File: src/rtl/damor_rbz_div_pkg.sv
`default_nettype none
// ============================================================================
// Module   : damor_rbz_div_pkg
// Brief    : Shared constants and state encoding for the 4x4 restoring divider.
// Revision : 1.0 - initial release
// ============================================================================
package damor_rbz_div_pkg;

    localparam int OP_W       = 4;
    localparam int ITER_CNT_W = $clog2(OP_W);

    typedef enum logic [1:0] {
        LOAD = 2'd0,
        ITER = 2'd1,
        DONE = 2'd2
    } state_t;

endpackage
`default_nettype wire

File: src/rtl/damor_rbz_divider_if.sv
`default_nettype none
// ============================================================================
// Module   : damor_rbz_divider_if
// Brief    : Dedicated I/O buses of the divider: operands in, results out.
// Revision : 1.0 - initial release
// ============================================================================
interface damor_rbz_divider_if;
    import damor_rbz_div_pkg::*;

    logic [2*OP_W-1:0] ui_in;
    logic [2*OP_W-1:0] uo_out;

    modport master (output ui_in, input  uo_out);
    modport slave  (input  ui_in, output uo_out);

endinterface
`default_nettype wire

File: src/rtl/damor_rbz_div_step.sv
`default_nettype none
// ============================================================================
// Module   : damor_rbz_div_step
// Brief    : One combinational restoring-division step (shift, trial subtract).
// Revision : 1.0 - initial release
// ============================================================================
module damor_rbz_div_step
    import damor_rbz_div_pkg::*;
(
    input  wire logic [OP_W:0]   i_rem,
    input  wire logic            i_bit,
    input  wire logic [OP_W-1:0] i_dvs,
    output logic      [OP_W:0]   o_rem,
    output logic                 o_q_bit
);

    logic [OP_W:0]   w_shift;
    logic [OP_W+1:0] w_diff;
    logic            w_unused;

    // Partial remainder stays below the divisor, so its MSB is always shifted out.
    assign w_unused = i_rem[OP_W];
    assign w_shift  = {i_rem[OP_W-1:0], i_bit};
    assign w_diff   = {1'b0, w_shift} - {2'b00, i_dvs};
    assign o_q_bit  = ~w_diff[OP_W+1];
    assign o_rem    = o_q_bit ? w_diff[OP_W:0] : w_shift;

endmodule
`default_nettype wire

File: src/rtl/damor_rbz_divider.sv
`default_nettype none
// ============================================================================
// Module   : damor_rbz_divider
// Brief    : Free-running 4-bit iterative restoring divider, 6 clocks/result.
//            Optional macro SIGNED_DIV_EN selects two's-complement operands.
// Revision : 1.0 - initial release
// ============================================================================
module damor_rbz_divider
    import damor_rbz_div_pkg::*;
(
    input  wire logic            clk,
    input  wire logic            rst_n,
    damor_rbz_divider_if.slave   bus
);

    state_t                r_state;
    state_t                w_state_next;
    logic [ITER_CNT_W-1:0] r_cnt;
    logic [OP_W-1:0]       r_dvd;
    logic [OP_W-1:0]       r_dvs;
    logic [OP_W-1:0]       r_quo;
    logic [OP_W:0]         r_rem;
    logic [2*OP_W-1:0]     r_uo_out;

    logic [OP_W-1:0]       w_a_mag;
    logic [OP_W-1:0]       w_b_mag;
    logic [OP_W:0]         w_rem_next;
    logic                  w_q_bit;
    logic [2*OP_W-1:0]     w_result;

    assign bus.uo_out = r_uo_out;

`ifdef SIGNED_DIV_EN
    logic r_neg_q;
    logic r_neg_r;
    logic w_a_neg;
    logic w_b_neg;

    assign w_a_neg = bus.ui_in[2*OP_W-1];
    assign w_b_neg = bus.ui_in[OP_W-1];
    // Magnitude of -8 is 4'b1000, which the unsigned core handles directly.
    assign w_a_mag = w_a_neg ? (OP_W'(0) - bus.ui_in[2*OP_W-1 -: OP_W])
                             : bus.ui_in[2*OP_W-1 -: OP_W];
    assign w_b_mag = w_b_neg ? (OP_W'(0) - bus.ui_in[OP_W-1:0])
                             : bus.ui_in[OP_W-1:0];

    always_comb begin
        w_result = '0;
        w_result[OP_W-1:0] = r_neg_r ? (OP_W'(0) - r_rem[OP_W-1:0]) : r_rem[OP_W-1:0];
        if (r_dvs == '0) begin
            w_result[2*OP_W-1 -: OP_W] = '1;
        end else begin
            w_result[2*OP_W-1 -: OP_W] = r_neg_q ? (OP_W'(0) - r_quo) : r_quo;
        end
    end

    always_ff @(posedge clk) begin
        if (!rst_n) begin
            r_neg_q <= 1'b0;
            r_neg_r <= 1'b0;
        end else if (r_state == LOAD) begin
            r_neg_q <= w_a_neg ^ w_b_neg;
            r_neg_r <= w_a_neg;
        end
    end
`else
    assign w_a_mag  = bus.ui_in[2*OP_W-1 -: OP_W];
    assign w_b_mag  = bus.ui_in[OP_W-1:0];
    assign w_result = {r_quo, r_rem[OP_W-1:0]};
`endif

    damor_rbz_div_step u_step (
        .i_rem   (r_rem),
        .i_bit   (r_dvd[r_cnt]),
        .i_dvs   (r_dvs),
        .o_rem   (w_rem_next),
        .o_q_bit (w_q_bit)
    );

    always_ff @(posedge clk) begin
        if (!rst_n) begin
            r_state <= LOAD;
        end else begin
            r_state <= w_state_next;
        end
    end

    always_comb begin
        w_state_next = r_state;
        case (r_state)
            LOAD:    w_state_next = ITER;
            ITER:    if (r_cnt == '0) w_state_next = DONE;
            DONE:    w_state_next = LOAD;
            default: w_state_next = LOAD;
        endcase
    end

    always_ff @(posedge clk) begin
        if (!rst_n) begin
            r_cnt    <= '0;
            r_dvd    <= '0;
            r_dvs    <= '0;
            r_quo    <= '0;
            r_rem    <= '0;
            r_uo_out <= '0;
        end else begin
            case (r_state)
                LOAD: begin
                    r_dvd <= w_a_mag;
                    r_dvs <= w_b_mag;
                    r_rem <= '0;
                    r_quo <= '0;
                    r_cnt <= ITER_CNT_W'(OP_W - 1);
                end
                ITER: begin
                    r_rem <= w_rem_next;
                    r_quo <= {r_quo[OP_W-2:0], w_q_bit};
                    r_cnt <= r_cnt - 1'b1;
                end
                DONE: begin
                    r_uo_out <= w_result;
                end
                default: begin
                end
            endcase
        end
    end

endmodule
`default_nettype wire

File: src/flat_wrapper.sv
// flat-port wrapper written by rule: the top's interface ports become plain ports
module damor_rbz_divider_flat import damor_rbz_div_pkg::*;
  (clk, rst_n, bus_ui_in, bus_uo_out);
  damor_rbz_divider_if bus_i ();
  input  wire logic clk;
  input  wire logic rst_n;
  input wire logic [$bits(bus_i.ui_in)-1:0] bus_ui_in;
  output wire logic [$bits(bus_i.uo_out)-1:0] bus_uo_out;
  assign bus_i.ui_in = bus_ui_in;
  assign bus_uo_out = bus_i.uo_out;
  damor_rbz_divider u_core (.clk(clk), .rst_n(rst_n), .bus(bus_i));
endmodule
File: config.mk
export PLATFORM = sky130hd
export DESIGN_NAME = damor_rbz_divider_flat
export DESIGN_NICKNAME = d
export VERILOG_FILES = /design/src/rtl/damor_rbz_div_pkg.sv /design/src/rtl/damor_rbz_divider_if.sv /design/src/rtl/damor_rbz_div_step.sv /design/src/rtl/damor_rbz_divider.sv /design/src/flat_wrapper.sv
export SDC_FILE = /design/constraint.sdc
export NUM_CORES = 1
export LEC_CHECK = 0
export CORE_AREA = 2 2 64 66
export DETAILED_ROUTE_END_ITERATION = 8
export DIE_AREA = 0 0 66 68
export PLACE_DENSITY = 0.59
export SLEW_MARGIN = 10
export SYNTH_ARGS = -nofsm -noshare
export SYNTH_HDL_FRONTEND = slang
export SYNTH_HIERARCHICAL = 1
export SYNTH_SLANG_ARGS = --single-unit
File: constraint.sdc
create_clock -name clk -period 2.7 [get_ports clk]
set_clock_uncertainty 0.2 [all_clocks]
set_input_delay 0.54 -clock clk [delete_from_list [all_inputs] [get_ports clk]]
set_output_delay 0.54 -clock clk [all_outputs]
set_load 0.01 [all_outputs]
## After elaboration in Yosys (flattened, before gate mapping)

Index checks and enable logic that the tools add are counted.

| storage, ports and cells | value |
|---|---|
| output and inout port bits | 8 |
| input bits | 10 |
| register bits after elaboration | 28 |
| word-level logic and storage cells | 25 |

| operators by class | value |
|---|---|
| add/sub/neg operators | 2 |
| equal/unequal tests | 3 |
| order comparisons | 1 |
| mux-type cells | 8 |
| reductions and logical operators | 3 |
| bitwise gates (word level) | 1 |

Operator list:

| operator | number |
|---|---|
| $pmux 4 s2 | 2 |
| $pmux 2 s2 | 2 |
| $sub 5x4->6 | 1 |
| $logic_not 2->1 | 2 |
| $mux 4 | 1 |
| $lt 2x3->1 const B | 1 |
| $bmux 1 s2 | 1 |
| $eq 2x1->1 const B | 1 |
| $eq 2x2->1 const B | 1 |
| $mux 2 | 1 |
| $ne 2x1->1 const B | 1 |
| $reduce_bool 2->1 | 1 |
| $sub 2x1->2 const B | 1 |
| $mux 1 | 1 |
| $not 1->1 | 1 |

## Logic depth before layout (Yosys ltp)

Gate-level depths: netlist (run 1).

| depth | value |
|---|---|
| word-level depth | 5 |
| mapped depth | 9 |
| mapped depth without buffers | 9 |

## By module

Netlist (run 1), hierarchy kept.

Modules (own cells, without submodules):

| module | sequential area each (um^2) | cells an instance | area an instance (um^2) | instances |
|---|---|---|---|---|
| damor_rbz_divider | 580.6 | 116 | 1,124.8 | 1 |
| damor_rbz_div_step | 0.0 | 27 | 247.7 | 1 |

## Worst setup path after synthesis (run 1)

No wires, ideal clock.

| path | value |
|---|---|
| kind | reg2reg |
| from | register u_core.r_cnt[0] |
| to | register, netlist name u_core/r_rem[4] |
| setup time | 118 ps |
| path buffers | 0 |
| arrival time | 2,411 ps |
| path slack | -29 ps |
| stages on the path, launching flop included | 11 |
| path through | dfxtp_1 mux4_2 inv_1 ha_1 inv_1 fa_1 a21o_1 a21oi_1 mux2_2 a22oi_1 nor2b_1 |

RTL lines:

| what | RTL line | source |
|---|---|---|
| from (decl) | damor_rbz_divider.sv:18 | `logic [ITER_CNT_W-1:0] r_cnt;` |
| from (signal assigned) | damor_rbz_divider.sv:113 | `r_cnt <= ITER_CNT_W'(OP_W - 1);` |
| from (signal assigned) | damor_rbz_divider.sv:118 | `r_cnt <= r_cnt - 1'b1;` |

## Final worst setup path (run 1)

| path | value |
|---|---|
| from | register u_core.r_cnt[0] |
| to | register u_core.r_rem[2] |

| between the ends | value |
|---|---|
| cells in the longest elaborated chain, start to end | 5 |

RTL lines:

| what | RTL line | source |
|---|---|---|
| $bmux 1 s2 | damor_rbz_divider.sv:74 | `.i_bit (r_dvd[r_cnt]),` |
| $mux 1 (not written as such) | damor_rbz_divider.sv:74 |  |
| $sub 5x4->6 | damor_rbz_div_step.sv:24 | `assign w_diff = {1'b0, w_shift} - {2'b00, i_dvs};` |
| $mux 4 | damor_rbz_div_step.sv:26 | `assign o_rem = o_q_bit ? w_diff[OP_W:0] : w_shift;` |
| named net u_core.w_rem_next[2] | damor_rbz_divider.sv:27 | `logic [OP_W:0] w_rem_next;` |
| $pmux 4 s2 | damor_rbz_divider.sv:107 | `case (r_state)` |
| to (signal assigned) | damor_rbz_divider.sv:116 | `r_rem <= w_rem_next;` |
| to (decl) | damor_rbz_divider.sv:22 | `logic [OP_W:0] r_rem;` |

The timed path passes the listed nets, and every way through them passes these cells. The select of a mux whose other input is x is not followed.
A chain may end at the register's enable or synchronous reset.

==> out/qor.yml, run 1 <==
outcome: "finished, final reports clean"
start_kind: "register"
wl_mm: 2.34
vias: 956
p_clk_share_pct: 29.2
final_cell_mix: "dfxtp_1 (28), clkdlybuf4s50_1 (17), nand2_1 (16)"
hp-class: "reg -> reg"
floorplan.die_area_um2: 4490
critPathKind: "reg -> reg"
final_common_cell: "dfxtp_1"
cts_buffer_depth: 2
synthesis.area_um2: 1310
tightest_slew_ns: 0.546
power.internal_uw: 658
cts-hold-fix-buffers: 0
avgSynthCellArea_um2: 9.64
switchingPower_uw: 234
yosysWarnings: 6
multi_input_area_um2: 679
nFillCells: 410
switching_share_pct: 26.3
io_pins: 18
coreArea_um2: 3860
p_per_area_nw_per_um2: 567
endpoint_kind: "register"
finalSetupTns_ns: 0
drtIter0Drc: 22
cp_max_fo: 4
crit_required_ns: 2.67
cts_resized: 0
finalHoldViolations: 0
gp_congestion: 0.777
min_period_ns: 2.54
timing.final.crit_share_pct: 94.2
grt_start_max_net_pins: 24
fmax_ghz: 0.393
drc: 0
grt_overflow: 0
slew_viol_final: 0
grt_pass1_vias: 897
power_uw: 892
cts.sinks: 28
hpwl_mm: 1.69
fin_nets: 169
crit_arrival_ns: 2.52
h-tree-depth: 1
port-buffer-count: 17
drv_cap: 0
dieWidth_um: 66
ff_latch_area_um2: 561
power_frac_comb_pct: 19.6
clk_pin_slew_worst_paths_ns: 0.09
area_growth_pct: 19.9
die_h_um: 68
grt_pass1_wl_mm: 3.96
seqPwrFrac_pct: 51.2
cts_root_buffer: "clkbuf_8"
cts_tree: "built"
finish.utilization_pct: 40.8
grt.total_usage_pct: 11.4
antenna_found_initial: 0
drive_gt1_share_pct: 8.55
rsz0062_at_grt: "no"
start_util_pct: 34.0
clock_latency_ns: 0.27
cts_buffers: 3
antenna_cells: 0
viasPerCell: 4.73
whs_ns: 0.287
ir_drop_uv: 240
drtPass1Iterations: 4
syn_inst: 136
rows: 23
relSlewSlack_pct: 63.5
synthesis.nets: 152
setup_viol: 0
wire_per_inst_um: 11.6
leakage_uw: 0.000638
cts_setup_buffers: 0
route.antenna.remaining_nets: 0
[cell type report]
class,instances,share of cell area (%)
timing repair buffer,19,11.8
inverter,8,1.91
clock buffer,4,3.50
tap,50,3.98
sequential,28,35.6
multi-input combinational,93,43.2
[power groups by stage]
stage	clock network [uW]	logic (uW)	registers (uW)
2_1_floorplan	0	145	457
3_3_place_gp	0	169	466
3_5_place_dp	0	175	467
4_1_cts	265	177	457
5_1_grt	282	194	462
6_report	260	175	457
[through the flow]
stage,cells,setup slack (ns),area [um^2]
finish,202,0.155,1570
global route,202,0.00231,1570
CTS,202,0.138,1570
floorplan,136,0.256,1310
global placement,198,0.216,1520
detailed placement,198,0.168,1520
[final timing paths]
path | startpoint | cells after the start | to | slack (ns)
worst min-delay path | u_core/r_dvs[1] | 2 | u_core/r_dvs[1] | 0.29
worst max register to register | u_core/r_cnt[0] | 9 | u_core/r_rem[2] | 0.16
worst min register to register | u_core/r_dvs[1] | 2 | u_core/r_dvs[1] | 0.29
worst max-delay path | u_core/r_cnt[0] | 9 | u_core/r_rem[2] | 0.16
[worst max-delay path, cell delays in order, from the launching register on]
cell,delay (ns)
dfxtp_1,0.40
mux4_2,0.50
inv_1,0.08
ha_1,0.20
inv_1,0.07
fa_1,0.38
xor2_1,0.16
mux2_4,0.26
a22oi_1,0.14
nor2b_1,0.06
[registers in the layout (all words and copies together), names as in the netlist]
| register | flops |
|---|---|
| u_core/bus.uo_out | 8 |
| u_core/r_dvd | 4 |
| u_core/r_dvs | 4 |
| u_core/r_quo | 4 |
| u_core/r_rem | 4 |
| u_core/r_cnt | 2 |
| u_core/r_state | 2 |
[per-layer routing]
metal | vias up | wire length, um | track usage (%)
met2 | 15 | 1090 | 18.9
li1 | 492 | - | -
met5 | - | 0 | 0
met1 | 445 | 1160 | 14.5
met3 | 4 | 62 | 2.47
met4 | 0 | 32 | 4.59
Note: power is estimated with default switching activity, not from simulation.
==> run 2, diff against run 1 <==
Settings changed: REMOVE_ABC_BUFFERS set to 1.
==> run 2 against run 1 <==
Effect of this change: register-to-register slack got worse by 0.05 ns; maximum frequency down 2.1%; hold slack worse by 0.0072 ns; non-clock buffer count is 1 higher; via count increased by 0.52%; core utilization up 0.62 points.
==> out/qor.yml, run 2 (synthesized netlist as in run 1, its figures left out) <==
fmax_ghz: 0.385
timing.final.ws_setup_ns: 0.101
rsz0062_at_grt: "no"
grt_pass1_wl_mm: 3.98
ir_drop_uv: 304
crit_slowest_cell: "mux4_2"
grt.total_usage_pct: 11.2
floorplan.die_area_um2: 4490
drv_cap: 0
viasPerCell: 4.73
fin_nets: 170
cts_resized: 0
drc: 0
cts_root_buffer: "clkbuf_8"
hp-class: "reg -> reg"
start_kind: "register"
start_util_pct: 34.0
grt_pass1_vias: 913
crit_arrival_ns: 2.56
clk_pin_slew_worst_paths_ns: 0.10
die_h_um: 68
place_ws_ns: 0.149
largest_register_ffs: 8
whs_path_depth: 2
drtPass1Iterations: 4
wire_per_inst_um: 11.0
finalSetupTns_ns: 0
drive_gt1_share_pct: 9.15
seqPwrFrac_pct: 47.4
path_cells: "mux4_2 > inv_1 > ha_1 > inv_1 > fa_1 > xor2_1 > mux2_4 > a22oi_1 > nor2b_1"
cts.sinks: 28
p_per_area_nw_per_um2: 599
critPathKind: "reg -> reg"
wl_mm: 2.24
power_frac_comb_pct: 18.8
cp_max_fo: 4
drtIter0Drc: 8
final_cell_mix: "dfxtp_1 (28), clkdlybuf4s50_1 (17), nand2_1 (16)"
relSlewSlack_pct: 66.3
antenna_cells: 0
endpoint_kind: "register"
power.internal_uw: 728
switching_share_pct: 23.9
port-buffer-count: 17
regToRegSetupSlack_ns: 0.10
ff2ff_path_depth: 9
vias: 961
nFillCells: 395
leakage_uw: 0.000650
p_clk_share_pct: 33.8
cts_tree: "built"
worstHoldEndpoint: "u_core/r_dvd[2]"
whs_ns: 0.280
antenna_found_initial: 0
hp-start: "u_core/r_dvd[2]"
io_pins: 18
area_growth_pct: 21.8
final_common_cell: "dfxtp_1"
finalHoldViolations: 0
timing.rr.start: "u_core/r_cnt[0]"
rows: 23
slew_viol_final: 0
cts_buffers: 3
h-tree-depth: 1
cts_setup_buffers: 0
crit_required_ns: 2.66
grt_start_max_net_pins: 19
gp_congestion: 0.799
clock_latency_ns: 0.27
switchingPower_uw: 229
crit_top_cell: "inv_1"
min_period_ns: 2.60
r2r_end: "u_core/r_rem[2]"
route.antenna.remaining_nets: 0
cpPeakStageDelay_ns: 0.51
cts_buffer_depth: 2
coreArea_um2: 3860
tightest_slew_ns: 0.505
grt_overflow: 0
hpwl_mm: 1.66
timing.final.crit_share_pct: 96.3
dieWidth_um: 66
cts-hold-fix-buffers: 0
outcome: "finished, final reports clean"
setup_viol: 0
## run 2: changes by cell type in the layout (fill, tap and decap cells not counted), sizes merged
cell,change
bufinv,+1
clkbuf,-1
buf,+1
## run 2: critical path, delay by kind of cell, from the launching register on
family,cells,cell delay [ns]
XOR/XNOR,1,0.16
flip-flops,1,0.40
AND/OR/NAND/NOR,1,0.06
AO/OA/AOI/OAI,1,0.14
multiplexers,2,0.77
buffers and inverters,2,0.15
adder cells (fa/ha/maj),2,0.62
## run 2: power groups by stage
stage          Combinational (uW)  Clock, uW  Sequential (uW)
2_1_floorplan                 131          0              463
3_3_place_gp                  175          0              462
3_5_place_dp                  180          0              464
4_1_cts                       183        336              454
5_1_grt                       200        352              457
6_report                      180        323              453
## run 2: how the worst max path moves through the flow
stage / startpoint / end / cells after the start
detailed placement: u_core/r_cnt[0] / u_core/r_rem[2] / 9
finish: u_core/r_cnt[0] / u_core/r_rem[2] / 9
CTS: u_core/r_cnt[0] / u_core/r_rem[2] / 9
global route: u_core/r_cnt[0] / u_core/r_rem[2] / 9
global placement: u_core/r_cnt[0] / u_core/r_rem[2] / 9
floorplan: u_core/r_cnt[0] / u_core/r_rem[2] / 9
## run 2: cell type report
cell class	instances	area [um^2]	area share, %
Clock buffer	3	41.3	2.59
Clock inverter	1	30.0	1.88
Inverter	8	30.0	1.88
Multi-Input combinational cell	93	679	42.6
Sequential cell	28	561	35.1
Tap cell	50	62.6	3.92
Timing Repair Buffer	20	193	12.1
## run 2: per-stage QoR
step           power [uW]  cells  area [um^2]  utilization [%]
2_1_floorplan         593    129         1270                -
3_3_place_gp          637    199         1530             39.6
3_5_place_dp          643    199         1530             39.6
4_1_cts               973    203         1600             41.4
5_1_grt              1010    203         1600             41.4
6_report              957    203         1600             41.4
## run 2: routing by layer
metal	track usage, %	part of all wire [%]	up-vias
li1	-	-	489
met1	13.3	46	452
met2	20.3	49	18
met3	1.97	4.2	2
met4	4.34	0.80	0
met5	0	0	-
==> run 3, diff against run 2 <==
Settings changed: CORE_AREA 2 2 64 66 to 2 2 63 65, DIE_AREA 0 0 66 68 to 0 0 65 67, SYNTH_HIERARCHICAL 1 to unset.
==> run 3 against run 2 <==
Effect of this change: die area is 3.0% lower; cell area shrank 1.4%; via count up 4.1%; area after synthesis is 1.5% higher; non-clock buffer count fell by 1; power decreased by 6.6%; clock-buffer cell count rose by 1; wire length rose by 6.4%; hold slack better by 0.011 ns; first-iteration DRC count grew to 3.8 times the previous value; flip-flop and latch count stayed put; clock power down 22%.
==> out/qor.yml, run 3 <==
outcome: "finished, final reports clean"
yosysTopAreaCellShare_pct: 42.1
final_cell_mix: "dfxtp_1 (28), clkdlybuf4s50_1 (17), nand2_1 (15)"
dieWidth_um: 65
tightest_slew_ns: 0.503
muxShareOfSynthArea_pct: 7.71
min_period_ns: 2.27
hp-class: "reg -> reg"
yosys-top-cells-count: "dfxtp_1 (28), nand2_1 (15), o21ai_0 (14)"
yosysWarnings: 0
grt_pass1_wl_mm: 4.18
ys_seq_elements: 28
cts-hold-fix-buffers: 0
start_util_pct: 36.9
synth-main-ff-cell: "dfxtp_1"
avgSynthCellArea_um2: 9.65
hpwl_mm: 1.81
gp_congestion: 0.800
cts_resized: 0
grt_pass1_vias: 997
port-buffer-count: 17
largest_register_ffs: 8
yosysMostFrequentCell: "dfxtp_1"
wire_per_inst_um: 11.8
async_reset_ff_share_pct: 0
ys_types: 37
finalHoldViolations: 0
area_growth_pct: 18.2
clock_latency_ns: 0.27
fin_nets: 171
fmax_ghz: 0.440
critPathKind: "reg -> reg"
cts_root_buffer: "clkbuf_8"
wl_mm: 2.38
io_pins: 18
coreArea_um2: 3610
timing.final.crit_share_pct: 84.3
syn_inst: 138
path_cells: "mux4_2 > inv_1 > ha_1 > inv_1 > fa_1 > xor2_1 > a21oi_1 > o31ai_2"
clk_pin_slew_worst_paths_ns: 0.09
setup_viol: 0
synth_top_family_by_area: "simple AND/OR/NAND/NOR gates"
cts_buffer_depth: 2
vias: 1000
leakage_uw: 0.000620
drtPass1Iterations: 4
cp_max_fo: 4
start_kind: "register"
antenna_cells: 0
yosysSeqAreaShare_pct: 42.1
antenna_found_initial: 0
cts_setup_buffers: 0
rsz0062_at_grt: "no"
drtIter0Drc: 30
drv_cap: 0
h-tree-depth: 1
numPlacedInstances: 198
grt.total_usage_pct: 12.1
cpPeakStageDelay_ns: 0.53
final_cells: 202
cts.sinks: 28
cts_tree: "built"
crit_top_cell: "inv_1"
synth.top_cells.by_area: "dfxtp_1 (42%), mux2i_1 (6.0%), o21ai_0 (5.3%), ha_1 (4.7%), nor2b_1 (4.7%)"
crit_slowest_cell: "mux4_2"
synth_xor_area_share_pct: 0.658
rows: 22
cts_buffers: 3
power_uw: 894
synth_top_area_cell: "dfxtp_1"
synth-edff-count: 0
final_common_cell: "dfxtp_1"
slew_viol_final: 0
yosys.area_share.simple_pct: 18.6
relSlewSlack_pct: 66.5
drive_gt1_share_pct: 9.09
crit_arrival_ns: 2.24
ir_drop_uv: 218
die_h_um: 67
crit_required_ns: 2.66
drc: 0
synthesis.area_um2: 1330
floorplan.die_area_um2: 4360
p_per_area_nw_per_um2: 568
endpoint_kind: "register"
route.antenna.remaining_nets: 0
viasPerCell: 4.95
grt_start_max_net_pins: 19
synth-adder-area-share_pct: 6.20
synth_compound_area_share_pct: 18.1
finalSetupTns_ns: 0
grt_overflow: 0
==> run 3: path summary, 6_finish.rpt <==
kind | start | endpoint | slack (ns) | cells after the start
worst max-delay path | u_core.r_cnt[0] | u_core.r_rem[2] | 0.43 | 8
worst min-delay path | u_core.r_dvd[2] | u_core.r_dvd[2] | 0.29 | 2
worst max register to register | u_core.r_cnt[0] | u_core.r_rem[2] | 0.43 | 8
worst min register to register | u_core.r_dvd[2] | u_core.r_dvd[2] | 0.29 | 2
==> run 3: area by class of cell <==
cell class | count | area (um^2)
clock buffers | 4 | 55.1
multi-input cells | 95 | 683
well taps | 48 | 60.1
fillers | 346 | 2030
repair buffers | 19 | 185
inverters | 8 | 30.0
flip-flops and latches | 28 | 561
==> run 3: logic make-up (layout without fill, tap and decap cells) <==
group / count (synthesis) / count (layout)
adders and majority gates: 6 / 6
xor gates and xnor gates: 1 / 1
AOI/OAI and AO/OA: 34 / 34
and+or+nand+nor: 45 / 45
muxes: 9 / 9
DFF: 28 / 28
buffers and inverters: 15 / 31
==> run 3: worst max-delay path: cells and delay by family (launching register included) <==
family	cells	cell delay (ns)
xor gates and xnor gates	1	0.17
buffers and inverters	2	0.13
adders and majority gates	2	0.53
AOI/OAI and AO/OA	2	0.22
DFF	1	0.39
muxes	1	0.53
==> run 3: power by group <==
part	internal, uW	leakage, uW	switching [uW]
registers	437	0.000229	25.7
clock network	130	0.0000288	122
logic	88.0	0.000362	90.5
total	655	0.000620	239
==> run 3: routing by layer <==
| layer | share of wire [%] | GRT usage [%] | vias to the layer above | wire length (um) |
|---|---|---|---|---|
| li1 | - | - | 510 | - |
| met1 | 48 | 14.2 | 462 | 1130 |
| met2 | 46 | 21.8 | 24 | 1110 |
| met3 | 4.7 | 2.70 | 4 | 111 |
| met4 | 1.2 | 3.72 | 0 | 29 |
| met5 | 0 | 0 | - | 0 |
==> run 3: per-stage QoR <==
stage	util (%)	worst slack [ns]	hold WS, ns	area (um^2)
4_1_cts	43.7	0.399	0.292	1570
3_5_place_dp	42.1	0.402	0.276	1520
6_report	43.7	0.425	0.292	1570
2_1_floorplan	-	0.532	0.254	1270
3_3_place_gp	42.1	0.483	0.274	1520
5_1_grt	43.7	0.235	0.320	1570
